**src/rtl/q_ifid_fifo.sv**
```systemverilog
// q_ifid_fifo: instruction queue between fetch and decode.
// Each entry holds an instruction pair plus its PC values (PCA, CIA).
// Decode pops from the head in first-word-fall-through order; FLUSH clears
// the queue for branch redirects; overflow/underflow flags are sticky.
// Optional feature: define Q_IFID_ALMOST_FULL_EN to add the almost_full
// output (count >= AFULL_THRESH).
module q_ifid_fifo #(
  parameter int DEPTH        = 8,
  parameter int AW           = 3,
  parameter int AFULL_THRESH = 6
) (
  input  logic        CLK,
  input  logic        RESET,
  input  logic        FLUSH,
  // fetch side
  input  logic        push_en,
  input  logic [31:0] push_instr1,
  input  logic [31:0] push_instr2,
  input  logic [31:0] push_pca,
  input  logic [31:0] push_cia,
  output logic        full,
  // decode side
  input  logic        pop_en,
  output logic [31:0] pop_instr1,
  output logic [31:0] pop_instr2,
  output logic [31:0] pop_pca,
  output logic [31:0] pop_cia,
  output logic        empty,
  // status
  output logic [AW:0] count,
  output logic        overflow_err,
  output logic        underflow_err
`ifdef Q_IFID_ALMOST_FULL_EN
  ,
  output logic        almost_full
`endif
);

  // One queue entry: the instruction pair and both PC values.
  typedef struct packed {
    logic [31:0] instr1;
    logic [31:0] instr2;
    logic [31:0] pca;
    logic [31:0] cia;
  } entry_t;

  localparam logic [AW:0] DepthC = (AW + 1)'(DEPTH);

  // Parameter sanity: the pointers wrap naturally only when DEPTH == 2**AW,
  // and the almost-full threshold must be a reachable occupancy.
  if (((1 << AW) != DEPTH) || (DEPTH < 2)) begin : g_bad_depth
    $error("q_ifid_fifo: DEPTH must be a power of two >= 2 equal to 2**AW");
  end
  if ((AFULL_THRESH < 1) || (AFULL_THRESH > DEPTH)) begin : g_bad_thresh
    $error("q_ifid_fifo: AFULL_THRESH must lie in 1..DEPTH");
  end

  // ---------------------------------------------------------------------
  // State
  // ---------------------------------------------------------------------
  entry_t          mem_q [DEPTH];
  logic [AW-1:0]   wp_q, wp_d;
  logic [AW-1:0]   rp_q, rp_d;
  logic [AW:0]     count_q, count_d;
  logic            overflow_q, overflow_d;
  logic            underflow_q, underflow_d;

  // ---------------------------------------------------------------------
  // Handshake decode
  // ---------------------------------------------------------------------
  logic   full_int;
  logic   empty_int;
  logic   pop_acc;
  logic   push_acc;
  entry_t push_entry;
  entry_t head_entry;

  assign full_int  = (count_q == DepthC);
  assign empty_int = (count_q == '0);

  // A pop is taken only when there is something to pop; a push is taken
  // when there is room, or when a same-cycle pop frees the slot. FLUSH
  // overrides both so a redirect never leaves stale or new entries behind.
  assign pop_acc  = pop_en && !empty_int && !FLUSH;
  assign push_acc = push_en && (!full_int || pop_acc) && !FLUSH;

  assign push_entry = '{instr1: push_instr1,
                        instr2: push_instr2,
                        pca:    push_pca,
                        cia:    push_cia};

  assign head_entry = mem_q[rp_q];

  // Next-state for pointers, occupancy and sticky error flags.
  always_comb begin
    // NOTE: every signal driven here gets a default first, so no path can
    // leave it unassigned and infer a latch.
    wp_d        = wp_q;
    rp_d        = rp_q;
    count_d     = count_q;
    overflow_d  = overflow_q;
    underflow_d = underflow_q;

    if (FLUSH) begin
      wp_d    = '0;
      rp_d    = '0;
      count_d = '0;
    end else begin
      if (push_acc) begin
        wp_d = wp_q + AW'(1);
      end
      if (pop_acc) begin
        rp_d = rp_q + AW'(1);
      end
      // Simultaneous push and pop leave occupancy unchanged.
      if (push_acc && !pop_acc) begin
        count_d = count_q + (AW + 1)'(1);
      end else if (pop_acc && !push_acc) begin
        count_d = count_q - (AW + 1)'(1);
      end

      // Dropped push: queue full and no pop to make room.
      if (push_en && full_int && !pop_acc) begin
        overflow_d = 1'b1;
      end
      // Pop request against an empty queue.
      if (pop_en && empty_int) begin
        underflow_d = 1'b1;
      end
    end
  end

  // Control registers; reset discards all entries immediately.
  always_ff @(posedge CLK or negedge RESET) begin
    // NOTE: sequential state uses non-blocking assignments so every flop
    // samples its _d value from before this edge, independent of order.
    if (!RESET) begin
      wp_q        <= '0;
      rp_q        <= '0;
      count_q     <= '0;
      overflow_q  <= 1'b0;
      underflow_q <= 1'b0;
    end else begin
      wp_q        <= wp_d;
      rp_q        <= rp_d;
      count_q     <= count_d;
      overflow_q  <= overflow_d;
      underflow_q <= underflow_d;
    end
  end

  // Entry storage: write the accepted push at the write pointer.
  always_ff @(posedge CLK) begin
    // NOTE: storage is deliberately not reset; count_q == 0 already marks
    // every slot invalid and the head outputs are forced to zero when empty.
    if (push_acc) begin
      mem_q[wp_q] <= push_entry;
    end
  end

  // ---------------------------------------------------------------------
  // Outputs
  // ---------------------------------------------------------------------

  // Head entry falls through combinationally; zero while empty.
  always_comb begin
    pop_instr1 = '0;
    pop_instr2 = '0;
    pop_pca    = '0;
    pop_cia    = '0;
    if (!empty_int) begin
      pop_instr1 = head_entry.instr1;
      pop_instr2 = head_entry.instr2;
      pop_pca    = head_entry.pca;
      pop_cia    = head_entry.cia;
    end
  end

  assign full          = full_int;
  assign empty         = empty_int;
  assign count         = count_q;
  assign overflow_err  = overflow_q;
  assign underflow_err = underflow_q;

`ifdef Q_IFID_ALMOST_FULL_EN
  localparam logic [AW:0] AfullC = (AW + 1)'(AFULL_THRESH);

  // Early warning so fetch can freeze before the queue actually fills.
  assign almost_full = (count_q >= AfullC);
`endif

endmodule

```
**config.mk**
```make
export PLATFORM = sky130hd
export DESIGN_NAME = q_ifid_fifo
export DESIGN_NICKNAME = d
export VERILOG_FILES = /design/src/rtl/q_ifid_fifo.sv
export SDC_FILE = /design/constraint.sdc
export NUM_CORES = 1
export LEC_CHECK = 0
export ABC_AREA = 1
export BUFFER_PORTS_ARGS = -buffer_cell sky130_fd_sc_hd__buf_4
export CORE_ASPECT_RATIO = 1.5
export CORE_MARGIN = 5
export CORE_UTILIZATION = 35
export DETAILED_ROUTE_END_ITERATION = 16
export GPL_ROUTABILITY_DRIVEN = 0
export PLACE_DENSITY = 0.49
export SYNTH_ARGS = -nofsm -noshare
export SYNTH_HDL_FRONTEND = slang
export SYNTH_SLANG_ARGS = --single-unit
```
**constraint.sdc**
```tcl
create_clock -name CLK -period 9.85 [get_ports CLK]
set_clock_uncertainty 0.2 [all_clocks]
set_input_delay 1.97 -clock CLK [delete_from_list [all_inputs] [get_ports CLK]]
set_output_delay 1.97 -clock CLK [all_outputs]
set_load 0.01 [all_outputs]
```
==> results of run 1 <==
-- stage by stage --
step / std cells / total power, W / hold slack, ps / setup WS, ps
after floorplan: 3134 / 0.00641 / 312 / 1160
after global placement: 4774 / 0.00738 / 268 / 4070
after detailed placement: 4774 / 0.00738 / 261 / 4040
after CTS: 4958 / 0.0112 / 286 / 3280
after global routing: 4964 / 0.0115 / 308 / 3080
final: 4969 / 0.0110 / 277 / 3440
-- final timing paths --
check	startpoint	endpoint	cells past startpoint	slack (ps)
max	rp_q[0]$_DFFE_PN0P_	pop_pca[16]	9	3440
min	overflow_err$_DFFE_PN0P_	overflow_err$_DFFE_PN0P_	1	280
max reg2reg	count[1]$_DFFE_PN0P_	mem_q[7][64]$_DFFE_PP_	7	6360
min reg2reg	overflow_err$_DFFE_PN0P_	overflow_err$_DFFE_PN0P_	1	280
max in group asynchronous	RESET	rp_q[1]$_DFFE_PN0P_	1	8350
min in group asynchronous	RESET	underflow_err$_DFFE_PN0P_	1	920
-- layout make-up --
type | count | area [µm²] | share of cell area [%]
clock buffers | 126 | 2710 | 5.73
inverters | 17 | 76.3 | 0.162
clock inverters | 58 | 475 | 1.01
multi-input cells | 1868 | 8610 | 18.2
flip-flops and latches | 1036 | 31100 | 65.7
repair buffers | 303 | 2360 | 5.00
diodes | 11 | 27.5 | 0.0583
well taps | 1550 | 1940 | 4.10
-- power by group through the flow --
stage	Clock, W	Sequential, W	Combinational, W
2_1_floorplan	0	0.00507	0.00134
3_3_place_gp	0	0.00508	0.00229
3_5_place_dp	0	0.00508	0.00230
4_1_cts	0.00386	0.00499	0.00230
5_1_grt	0.00404	0.00499	0.00250
6_report	0.00375	0.00499	0.00223
-- flip-flops by register name, indices dropped and copies added (netlist names) --
signal         flops
overflow_err       1
rp_q               3
count              4
wp_q               3
underflow_err      1
mem_q           1024
-- critical path, delay by kind of cell, from the launching register on --
kind / cells / cell delay [ps]
AND/OR/NAND/NOR: 4 / 560
flip-flops: 1 / 830
buffers and inverters: 3 / 1870
AO/OA/AOI/OAI: 2 / 220
-- routing by layer --
layer | vias to the layer above | share of wire, % | track usage [%]
met5 | - | 0.032 | 0
met4 | 6 | 2.4 | 5.15
met3 | 138 | 4.4 | 2.88
met2 | 467 | 50 | 28.5
met1 | 12700 | 43 | 21.7
li1 | 11800 | - | -
-- cells in the mapped netlist (all sizes together) --
cell type / n
o22ai: 128
edfxtp: 1024
nor2: 911
ha: 4
xnor2: 1
dfrtp: 12
nand3: 7
fa: 1
o21ai: 518
a31o: 1
o211ai: 128
a21oi: 4
buf: 106
inv: 17
nand2: 164
o21bai: 1
clkbuf: 107
-- kinds of logic (layout without fill, tap and decap cells) --
group                    after synthesis  after routing
AND/OR/NAND/NOR                     1082           1082
flip-flops                          1036           1036
AO/OA/AOI/OAI                        780            780
buffers and inverters                230            504
adder cells (fa/ha/maj)                5              5
XOR/XNOR                               1              1
other                                  0             11
==> impl_metrics.toml, run 1 <==
[status]
outcome = "finished, final reports clean"

[placed_design]
dpl_cell_area_um2 = 44000
portBuffers = 268
dp_hpwl_um = 53200

[setup_path]
path_class = "flip-flop to output pin"
timing.critical_path.slowest_stage_cell = "buf_4"
cp.required_ps = 7680
cp_slowest_stage_delay_ps = 890
path_cells = "buf_4, buf_4, nor2_1, nor2_1, o21ai_0, o211ai_1, nand2_1, nor2_1, buf_4"
arrival_ps = 4240
end_kind = "output pin"
cp-start-kind = "flip-flop"
path_max_fanout = 97

[synthesis]
syn_area_um2 = 40700
synth-seq-area-share_pct = 76.3
synthXorXnorAreaFrac_pct = 0.0215
ys_ff_latch = 1036
synth.distinct_cells = 22
synthCells = 3134
synth_adder_area_share_pct = 0.172
synth_top_family_by_area = "compound AO/OA/AOI/OAI gates"
synth_fp_nets = 3272
synth_mux_area_share_pct = 0
synth_compound_area_share_pct = 10.8
syn_avg_cell_area_um2 = 13.0
yosys_warnings = 0
synth_top_area_cell = "edfxtp_1"
synth.top_cell.area_share_pct = 75.5
synthSimpleGateAreaFrac_pct = 10.0
synthTopCellsByArea = "edfxtp_1 76%, nor2_1 8.4%, o21ai_0 5.8%"

[timing]
hold_violations = 0
fin_crit_ps = 6410
finalMaxSlewViolations = 0
rsz0062_at_grt = "false"
setup_violations = 0
worstMarginPinSlew_ps = 1150
timing.final.crit_share_pct = 65.1
max_freq_mhz = 156
max-slew-margin-rel_pct = 23.3
fin_tns_setup_ps = 0

[job]
cap_violations = 0

[detailed_routing]
drt_wl_total_um = 105000
vias = 25100
drcViolationCount = 0
wire_per_inst_um = 21.1
drt_iter0_drc = 1603
vias_per_cell = 5.05
ant_nets = 0
first_pass_iters = 7

[cells_and_area]
utilization_pct = 40.8
fill_cells = 10900
mostFrequentLayoutCell = "edfxtp_1"
drive_above_1_share_pct = 13.4
area_growth_pct = 16.1
fin_nets = 3467
stdcell_area_um2 = 47300
most-common-layout-cells = "1024 x edfxtp_1, 903 x nor2_1, 470 x o21ai_0"

[floorplanning]
dieArea_um2 = 123000
start_util_pct = 35.1
rows = 153
dieWidth_um = 288
die_h_um = 428
top_level_ports = 269
core_area_um2 = 116000

[clock_tree]
insertion_delay_ps = 680
numCtsBuffers = 103
cts-resized-gates = 0
holdBufCountCts = 0
clock_sinks = 1036
clk_pin_slew_worst_paths_ps = 60
cts_root_buf = "clkbuf_16"
clock_path_buffers = 3
cts_tree = "done"
htreeDepth = 3
cts_setup_buffers = 0

[power]
cellPowerDensity_nw_per_um2 = 232
peakVddDrop_v = 0.000226
switching_share_pct = 29.1
comb_power_share_pct = 20.3
power.leakage_nw = 15.9
clockPowerShare_pct = 34.2
seq_power_share_pct = 45.5
p_int_w = 0.00778
power.switching_w = 0.00319

[grt]
overflow = 0
groute.usage.overall_pct = 16.6
grt_max_degree = 209
grt_pass1_vias = 25300
grt_pass1_wl_um = 158000
antenna_found_initial = 16

[worst_hold_path]
hp-class = "flip-flop to flip-flop"
No activity file was read; power rests on OpenSTA's default activity.
==> inputs of run 2 (changes only) <==
--- a/config.mk
+++ b/config.mk
@@ -5,14 +5,14 @@
 export SDC_FILE = /design/constraint.sdc
 export NUM_CORES = 1
 export LEC_CHECK = 0
-export ABC_AREA = 1
+export ABC_AREA = 0
 export BUFFER_PORTS_ARGS = -buffer_cell sky130_fd_sc_hd__buf_4
 export CORE_ASPECT_RATIO = 1.5
 export CORE_MARGIN = 5
 export CORE_UTILIZATION = 35
 export DETAILED_ROUTE_END_ITERATION = 16
 export GPL_ROUTABILITY_DRIVEN = 0
-export PLACE_DENSITY = 0.49
+export PLACE_DENSITY = 0.51
 export SYNTH_ARGS = -nofsm -noshare
 export SYNTH_HDL_FRONTEND = slang
 export SYNTH_SLANG_ARGS = --single-unit
==> constraint.sdc (replaced) <==
create_clock -name CLK -period 5.75 [get_ports CLK]
set_clock_uncertainty 0.2 [all_clocks]
set_input_delay 1.15 -clock CLK [delete_from_list [all_inputs] [get_ports CLK]]
set_output_delay 1.15 -clock CLK [all_outputs]
set_load 0.01 [all_outputs]
==> run 2 against run 1 <==
Compared with the run above:
- sequential power rose by 74%
- critical path depth fell by 4
- combinational power rose by 140%
- synthesized area fell by 2.9%
- final area fell by 0.60%
- utilization rose by 0.91 points
- worst setup slack got worse by 2300 ps
- cell count fell by 28%
- die area fell by 2.8%
- global-route usage fell by 1.5 points
- register-to-register slack got worse by 3700 ps
- flip-flop and latch count did not move
- largest power group unchanged
==> impl_metrics.toml, run 2 <==
[status]
outcome = "finished, final reports clean"

[floorplanning]
dieWidth_um = 284
die_h_um = 421
dieArea_um2 = 120000
core_area_um2 = 113000
rows = 151
top_level_ports = 269
start_util_pct = 35.1

[timing]
finalMaxSlewViolations = 0
worstMarginPinSlew_ps = 1150
timing.final.crit_share_pct = 81.0
setup_violations = 0
whs_ps = 102
fin_crit_ps = 4660
hold_violations = 0
max_freq_mhz = 215
max-slew-margin-rel_pct = 23.2
rsz0062_at_grt = "false"

[grt]
antenna_found_initial = 16
grt_pass1_wl_um = 136000
groute.usage.overall_pct = 15.2
overflow = 0
grt_pass1_vias = 20200
grt_max_degree = 93

[detailed_routing]
ant_nets = 0
first_pass_iters = 5
wire_per_inst_um = 25.4
drcViolationCount = 0
drt_iter0_drc = 999
vias = 18100
vias_per_cell = 5.07
drt_wl_total_um = 91000

[placed_design]
dpl.cell_count = 3383
dp_hpwl_um = 48600
portBuffers = 268

[cells_and_area]
drive_above_1_share_pct = 34.5
instances_no_fill = 3577
largest_reg_flops = 1024
area_growth_pct = 18.9
largest_register = "mem_q"
fill_cells = 9903
fin_nets = 2170
mostFrequentLayoutCell = "edfxtp_1"
most-common-layout-cells = "1024 x edfxtp_1, 287 x buf_4, 256 x mux4_2"
utilization_pct = 41.7

[synthesis]
async_reset_ff_share_pct = 1.16
syn_area_um2 = 39500
synth_fp_nets = 1851
ys.flop_type = "edfxtp_1"
synthTopCellsByArea = "edfxtp_1 78%, mux4_2 15%, mux2i_1 3.3%"
yosys-top-cells-count = "1024 x edfxtp_1, 256 x mux4_2, 139 x nor2_1"
synth-seq-area-share_pct = 78.6
synth_edf_count = 1024
syn_avg_cell_area_um2 = 23.1
yosysMostFrequentCell = "edfxtp_1"
synth_top_area_cell = "edfxtp_1"
synth.top_cell.area_share_pct = 77.8
synth.distinct_cells = 40
synthCells = 1713
ys_ff_latch = 1036
yosys_warnings = 0

[power]
power_w = 0.0207
cellPowerDensity_nw_per_um2 = 440
peakVddDrop_v = 0.000364
power.leakage_nw = 14.7

[clock_tree]
cts-resized-gates = 0
numCtsBuffers = 100
holdBufCountCts = 0
clk_pin_slew_worst_paths_ps = 60
cts_root_buf = "clkbuf_16"
cts_setup_buffers = 0
clock_sinks = 1036
cts_tree = "done"
htreeDepth = 3
clock_path_buffers = 3
insertion_delay_ps = 690

[worst_hold_path]
hp-class = "primary input to async pin"

[setup_path]
path_max_fanout = 58
arrival_ps = 3310
end_kind = "output pin"
cp-start-kind = "flip-flop"
path_class = "flip-flop to output pin"
cp.required_ps = 4400

[job]
cap_violations = 0
==> run 2: area by class of cell <==
type	instances	area [µm²]	share of cell area, %
Timing Repair Buffer	309	2590	5.52
Antenna cell	11	27.5	0.0586
Inverter	7	31.3	0.0666
Clock inverter	57	662	1.41
Sequential cell	1036	31100	66.1
Multi-Input combinational cell	578	8100	17.3
Tap cell	1453	1820	3.87
Clock buffer	126	2670	5.69
==> run 2: cells by family (layout without fill, tap and decap cells) <==
kind of cell	after synthesis	count (layout)	synth area share (%)
flops	1036	1036	78.6
mux	385	385	17.9
other cells	0	11	0
xor+xnor	7	7	0.155
fa+ha+maj	5	5	0.177
buf+inv	99	499	1.16
simple gates	164	164	1.72
compound gates	17	17	0.339
==> run 2: power breakdown <==
part	switching (W)	internal, W	total (W)	leakage, nW
Sequential	0.000135	0.00856	0.00869	9.39
Clock	0.00277	0.00392	0.00669	1.63
Combinational	0.00277	0.00251	0.00527	3.66
==> run 2: path summary, 6_finish.rpt <==
check                                           end  slack (ps)                      from  cells past startpoint
setup / recovery                        pop_cia[24]        1090       rp_q[1]$_DFFE_PN0P_                      5
hold / removal                 count[2]$_DFFE_PN0P_         100                     RESET                      1
setup reg to reg             mem_q[6][96]$_DFFE_PP_        2660      count[1]$_DFFE_PN0P_                      4
hold reg to reg            overflow_err$_DFFE_PN0P_         280  overflow_err$_DFFE_PN0P_                      2
max in group asynchronous       rp_q[0]$_DFFE_PN0P_        5030                     RESET                      1
min in group CLK           overflow_err$_DFFE_PN0P_         280  overflow_err$_DFFE_PN0P_                      2
==> run 2: metrics by stage <==
step                      setup TNS [ps]  worst slack [ps]  instance area, µm²
after floorplan                  -667640             -1530               39600
after global placement                 0              1770               43600
after detailed placement               0              1740               43600
after CTS                              0               963               46900
after global routing                   0               903               47000
final                                  0              1090               47000
==> run 2: worst max-delay path, cell delays in order, from the launching register on <==
cell and delay (ps):
dfrtp_4 1040, buf_4 550, mux4_2 370, mux2i_1 360
nor2_1 70, buf_4 150
==> run 2: layer usage <==
layer	vias to the layer above	GRT usage [%]	part of all wire, %
met5	-	0	0.085
met4	12	5.00	2.6
met3	138	3.31	5.3
met2	423	25.9	51
met1	9736	19.4	41
li1	7809	-	-
